--- src/rtl/hud_text_ctrl.sv ---
// HUD text RAM write sequencer: converts the score to three ASCII digits and
// the lives count to one ASCII digit, serialising both onto one write port.
module hud_text_ctrl #(
    parameter int unsigned SCORE_ADDR = 7,
    parameter int unsigned LIVES_ADDR = 32,
    parameter int unsigned SCORE_W    = 10
) (
    input  logic               Clk,
    input  logic               Reset,
    input  logic [SCORE_W-1:0] score,
    input  logic [3:0]         lives,
    input  logic               score_req,
    input  logic               lives_req,
    output logic               busy,
    output logic               done,
    output logic               we,
    output logic [7:0]         write_address,
    output logic [7:0]         write_data
);

    localparam logic [SCORE_W-1:0] MaxScore = SCORE_W'(999);
    localparam logic [SCORE_W-1:0] Hundred  = SCORE_W'(100);
    localparam logic [SCORE_W-1:0] Ten      = SCORE_W'(10);
    localparam logic [7:0]         AddrH    = 8'(SCORE_ADDR);
    localparam logic [7:0]         AddrT    = 8'(SCORE_ADDR + 1);
    localparam logic [7:0]         AddrO    = 8'(SCORE_ADDR + 2);
    localparam logic [7:0]         AddrL    = 8'(LIVES_ADDR);
    localparam logic [7:0]         AsciiZero = 8'h30;

    typedef enum logic [2:0] {
        StIdle, StConvH, StConvT, StWrH, StWrT, StWrO, StWrL, StDone
    } state_e;

    state_e             state_q, state_d;
    logic [SCORE_W-1:0] rem_q, rem_d;
    logic [3:0]         h_q, h_d;
    logic [3:0]         t_q, t_d;
    logic [3:0]         lv_q, lv_d;
    logic               pending_s_q, pending_s_d;
    logic               pending_l_q, pending_l_d;
    logic               want_s, want_l, accept_s, accept_l;

    // State, datapath and pending-flag registers
    always_ff @(posedge Clk or posedge Reset) begin
        if (Reset) begin
            state_q     <= StIdle;
            rem_q       <= '0;
            h_q         <= '0;
            t_q         <= '0;
            lv_q        <= '0;
            pending_s_q <= 1'b0;
            pending_l_q <= 1'b0;
        end else begin
            state_q     <= state_d;
            rem_q       <= rem_d;
            h_q         <= h_d;
            t_q         <= t_d;
            lv_q        <= lv_d;
            pending_s_q <= pending_s_d;
            pending_l_q <= pending_l_d;
        end
    end

    // Arbitration, BCD conversion by repeated subtraction, and sequencing
    always_comb begin
        state_d  = state_q;
        rem_d    = rem_q;
        h_d      = h_q;
        t_d      = t_q;
        lv_d     = lv_q;
        want_s   = score_req | pending_s_q;
        want_l   = lives_req | pending_l_q;
        // Score wins when both are waiting; lives stays pending
        accept_s = (state_q == StIdle) && want_s;
        accept_l = (state_q == StIdle) && !want_s && want_l;
        pending_s_d = accept_s ? 1'b0 : want_s;
        pending_l_d = accept_l ? 1'b0 : want_l;

        unique case (state_q)
            StIdle: begin
                if (accept_s) begin
                    rem_d   = (score > MaxScore) ? MaxScore : score;
                    h_d     = '0;
                    t_d     = '0;
                    state_d = StConvH;
                end else if (accept_l) begin
                    lv_d    = (lives > 4'd9) ? 4'd9 : lives;
                    state_d = StWrL;
                end
            end
            StConvH: begin
                if (rem_q >= Hundred) begin
                    rem_d = rem_q - Hundred;
                    h_d   = h_q + 4'd1;
                end else begin
                    state_d = StConvT;
                end
            end
            StConvT: begin
                if (rem_q >= Ten) begin
                    rem_d = rem_q - Ten;
                    t_d   = t_q + 4'd1;
                end else begin
                    state_d = StWrH;
                end
            end
            StWrH:   state_d = StWrT;
            StWrT:   state_d = StWrO;
            StWrO:   state_d = StDone;
            StWrL:   state_d = StDone;
            StDone:  state_d = StIdle;
            default: state_d = StIdle;
        endcase
    end

    // Moore outputs decoded from registered state and digits
    always_comb begin
        busy          = (state_q != StIdle);
        done          = (state_q == StDone);
        we            = 1'b0;
        write_address = '0;
        write_data    = '0;
        unique case (state_q)
            StWrH: begin
                we            = 1'b1;
                write_address = AddrH;
                write_data    = AsciiZero + {4'h0, h_q};
            end
            StWrT: begin
                we            = 1'b1;
                write_address = AddrT;
                write_data    = AsciiZero + {4'h0, t_q};
            end
            StWrO: begin
                we            = 1'b1;
                write_address = AddrO;
                // rem is below ten once conversion finishes
                write_data    = AsciiZero + {4'h0, rem_q[3:0]};
            end
            StWrL: begin
                we            = 1'b1;
                write_address = AddrL;
                write_data    = AsciiZero + {4'h0, lv_q};
            end
            default: ;
        endcase
    end

endmodule

--- config.mk ---
export PLATFORM = sky130hd
export DESIGN_NAME = hud_text_ctrl
export DESIGN_NICKNAME = d
export VERILOG_FILES = /design/src/rtl/hud_text_ctrl.sv
export SDC_FILE = /design/constraint.sdc
export NUM_CORES = 1
export LEC_CHECK = 0
export BUFFER_PORTS_ARGS = -buffer_cell sky130_fd_sc_hd__buf_2
export CAP_MARGIN = 0
export CORE_MARGIN = 10
export CORE_UTILIZATION = 46
export CTS_CLUSTER_DIAMETER = 150
export DETAILED_ROUTE_END_ITERATION = 8
export PLACE_DENSITY_LB_ADDON = 0.25
export SLEW_MARGIN = 20
export SYNTH_ARGS = -nofsm -noshare
export SYNTH_HDL_FRONTEND = slang
export SYNTH_SLANG_ARGS = --single-unit
--- constraint.sdc ---
create_clock -name Clk -period 5.9 [get_ports Clk]
set_input_delay 1.18 -clock Clk [delete_from_list [all_inputs] [get_ports Clk]]
set_output_delay 1.18 -clock Clk [all_outputs]
set_load 0.05 [all_outputs]
Yosys cells after proc, flatten, opt, wreduce, memory -nomap -nowiden
Cells that the tools add are included.

storage, ports and cells
  register bits after elaboration = 27
  output and inout port bits = 19
  logic and storage cells = 72

operators by class
  add/subtract/negate cells = 8
  $lt $le $gt $ge = 4
  equality and inequality tests = 13
  muxes and demuxes = 21
  bitwise operators = 3
  reduce and logical (&&, ||, !) cells = 16

operator list
  cell                     number
  $mux W10                 4
  $pmux W10 S3             1
  $add A6 B4 Y7 const A    4
  $pmux W7 S4              1
  $pmux W6 S4              1
  $pmux W3 S7              1
  $mux W4                  4
  $pmux W4 S2              2
  $eq A3 B3 Y1 const B     4
  $mux W3                  4
  $reduce_and A3 Y1        4
  $ge A10 B4 Y1 const B    1
  $ge A10 B7 Y1 const B    1
  $gt A10 B10 Y1 const B   1
  $ne A2 B2 Y1 const B     5
  $sub A10 B4 Y10 const B  1
  $sub A10 B7 Y10 const B  1
  $add A4 B1 Y4 const B    2
  $eq A3 B2 Y1 const B     2
  $reduce_bool A3 Y1       2
  $gt A4 B4 Y1 const B     1
  $reduce_and A4 Y1        1
  $reduce_bool A2 Y1       2
  $reduce_or A4 Y1         1
  9 further kinds          14

Depth between registers and ports, before layout
  depth in word-level cells = 7
  mapped depth = 7

Worst setup path before layout
Ideal clock, no wire load.

  path type = register -> output
  start point = register state_q[2]
  end point = output port write_data[0]
  arrival = 2179 ps
  required time = 4720 ps
  slack = 2541 ps
  cell stages (with the launch flop) = 6
  cells stage by stage = dfrtp_1 > buf_2 > buf_1 > nor2_1 > nand2_1 > o21ai_0

on the way
  longest elaborated chain between the ends = 2

ends and longest elaborated chain
  what                                          line  RTL
  from (decl)                                   34    state_e state_q, state_d;
  from (signal assigned)                        46    state_q <= StIdle;
  from (signal assigned)                        54    state_q <= state_d;
  $eq A3 B3 Y1 or $eq A3 B2 Y1 (tied branches)  123   unique case (state_q)
  $pmux W7 S4 (*)                               123
  to (decl)                                     18    output logic [7:0] write_data

Mark *: on every way between the ends. The rest lies on a longest branch, timed or not.

Worst setup path after layout
  start point = register state_q[1]
  end point = output port write_data[0]

The elaborated chain is that of the path after synthesis.

==> flow_summary.ini <==
[outcome]
status = finished, final reports clean

[clocking]
post-cts-setup-buffers = 0
cts_buffer_depth = 2
cts_tree = yes
cts_num_sinks = 27
cts_buffers = 3
ctsResizeCount = 0
clkTransAtPathRegs_ns = 0.10
htree_levels = 1
postCtsHoldBufs = 0
clock_latency_ns = 0.28
root_buffer = clkbuf_8

[floorplanning]
die_w_um = 86.3
start_util_pct = 47.1
num_rows = 24
core-area_um2 = 4290
ios = 37
die_h_um = 86.3
dieArea_um2 = 7440

[layout]
nFillCells = 414
final_cells = 306
syn_to_final_growth_pct = 9.16
final_common_cell = buf_2
layout-drive-gt1-share_pct = 20.1
nNetsFinal = 280
antennaDiodeCount = 0
mostFrequentLayoutCells = buf_2, dfrtp_1, nor2_1
seqCellArea_um2 = 676
multi_input_area_um2 = 1230

[logic_synthesis]
synthArstFlopShare_pct = 100
seq_area_frac_synth_pct = 33.4
ys.flop_type = dfrtp_1
ys_seq_elements = 27
synth_top_cell_area_share_pct = 33.4
ys_types = 58
postSynthCellCount = 231
synth_edf_count = 0
yosysTopAreaCell = dfrtp_1
avgSynthCellArea_um2 = 8.75
yosysWarnings = 0
syn-cell-area_um2 = 2020
yosys-top-cells-area = dfrtp_1, nor2_1, ha_1, o21ai_0, buf_4

[timing]
maxSlewViolCount = 0
tns_ns = 0
min_period_over_period_pct = 59.1
setup_viol = 0
tightestPinTransition_ns = 0.747
hold_violations = 0
slew_headroom_pct = 50.1
fin_skew_ns = 0.00811
rsz0062_at_grt = false
setup_ws_ns = 2.41
period_minus_slack_ns = 3.49
hold_slack_ns = 0.507
max_freq_mhz = 287

[critical_path]
worstSetupEndpointType = output port
crit_path_start_kind = flip-flop
cp_max_fo = 22
path_class = reg2out
crit_arrival_ns = 2.31
crit_required_ns = 4.72

[drt]
dr.pass1.iters = 4
drtIter0Drc = 251
drtAntennaViolNets = 0
drc = 0
wl_um = 5050
num_vias = 1798
vias_per_cell = 5.88
wire_per_inst_um = 16.5

[min_path]
hold_class = reg2reg

[power]
p_per_area_nw_per_um2 = 626
clockPowerShare_pct = 8.2
power_mw = 1.38
ir_worst_vdd_mv = 0.214
switching_share_pct = 55.4
p_comb_share_pct = 62.4
p_leak_nw = 0.978
switching_power_mw = 0.765
p_int_mw = 0.615
share_seq_of_total_power_pct = 29.4

[placement]
place_ws_ns = 2.75
gp_congestion = 0.922
hpwl_um = 3890
io_buffers = 31
dp_cells = 302

[global_routing]
grt.overflow.total = 0
gr-usage-all-layers_pct = 14.0
grt_pass1_vias = 1766
grt_max_degree = 28
grt_antenna_before_repair = 0
grt_pass1_wl_um = 8690

[job]
drv_cap = 0
## power by group through the flow
stage | sequential [mW] | clock, mW | combinational [mW]
finish | 0.406 | 0.114 | 0.861
floorplan | 0.325 | 0 | 0.781
global route | 0.422 | 0.124 | 0.961
global placement | 0.405 | 0 | 0.855
detailed placement | 0.407 | 0 | 0.856
CTS | 0.404 | 0.119 | 0.861
## flip-flops by register name, indices dropped and copies added, names as in the netlist
signal       flops
t_q              4
lv_q             4
rem_q           10
pending_s_q      1
pending_l_q      1
state_q          3
h_q              4
## cell families (layout without fill, tap and decap cells)
family | Yosys count | after routing | synth area share, %
AO/OA/AOI/OAI | 75 | 75 | 25.1
XOR/XNOR | 5 | 5 | 2.17
adder cells (fa/ha/maj) | 7 | 7 | 4.33
buffers and inverters | 25 | 44 | 6.62
flip-flops | 27 | 27 | 33.4
multiplexers | 9 | 9 | 5.08
other | 1 | 5 | 0.186
AND/OR/NAND/NOR | 82 | 82 | 23.0
## critical path: stages (launching register included)
cell     delay [ns]
dfrtp_1        0.82
nand2_1        0.30
nor2_1         0.35
nand2_1        0.14
o21ai_0        0.11
buf_2          0.30
## routing by layer
layer  vias to the layer above  share of wire, %  track usage [%]  routed length, um
li1                        884                 -                -                  -
met1                       848                45             18.4               2280
met2                        57                47             22.6               2370
met3                         9               6.3             2.91                320
met4                         0               1.6             3.98                 79
met5                         -                 0                0                  0
## metrics by stage
stage,util [%],instance area [um^2]
2_1_floorplan,-,2040
3_3_place_gp,50.2,2160
3_5_place_dp,50.2,2160
4_1_cts,51.4,2210
5_1_grt,51.4,2210
6_report,51.4,2210
## worst paths after layout
kind	from	end	slack, ns	depth (start not counted)
setup / recovery	state_q[1]$_DFFE_PP0P_	write_data[0]	2.41	5
hold / removal	lv_q[2]$_DFFE_PP0P_	lv_q[2]$_DFFE_PP0P_	0.51	2
setup reg to reg	rem_q[2]$_DFFE_PP0P_	rem_q[2]$_DFFE_PP0P_	3.50	7
hold reg to reg	lv_q[2]$_DFFE_PP0P_	lv_q[2]$_DFFE_PP0P_	0.51	2
max in group asynchronous	Reset	rem_q[4]$_DFFE_PP0P_	4.59	2
min in group asynchronous	Reset	h_q[2]$_DFFE_PP0P_	0.93	2
## synthesized netlist by cell type, types with 2 or more instances
library cell / count
mux2i_1: 5
nand2b_1: 6
xor2_1: 3
o41ai_1: 2
nor3_4: 2
a21oi_1: 11
o21a_1: 4
mux2_4: 2
nor3_2: 3
nor2_1: 26
a221o_1: 3
a22oi_1: 3
a21o_1: 2
nor2b_1: 7
buf_2: 5
o22ai_1: 5
nand2_1: 18
o21ai_1: 6
xnor2_1: 2
nand3_1: 5
inv_1: 8
a22o_1: 5
buf_4: 9
a41oi_1: 4
o31ai_1: 4
o21ai_0: 16
dfrtp_1: 27
ha_1: 7
nor3_1: 2
## final cells by class
class                           count  area share (%)
Timing Repair Buffer               31            7.03
Clock inverter                      1           0.397
Inverter                            9            1.53
Tap cell                           52            2.95
Multi-Input combinational cell    183            55.6
Clock buffer                        3            1.87
Sequential cell                    27            30.6
Power figures use the tool's default switching activity.
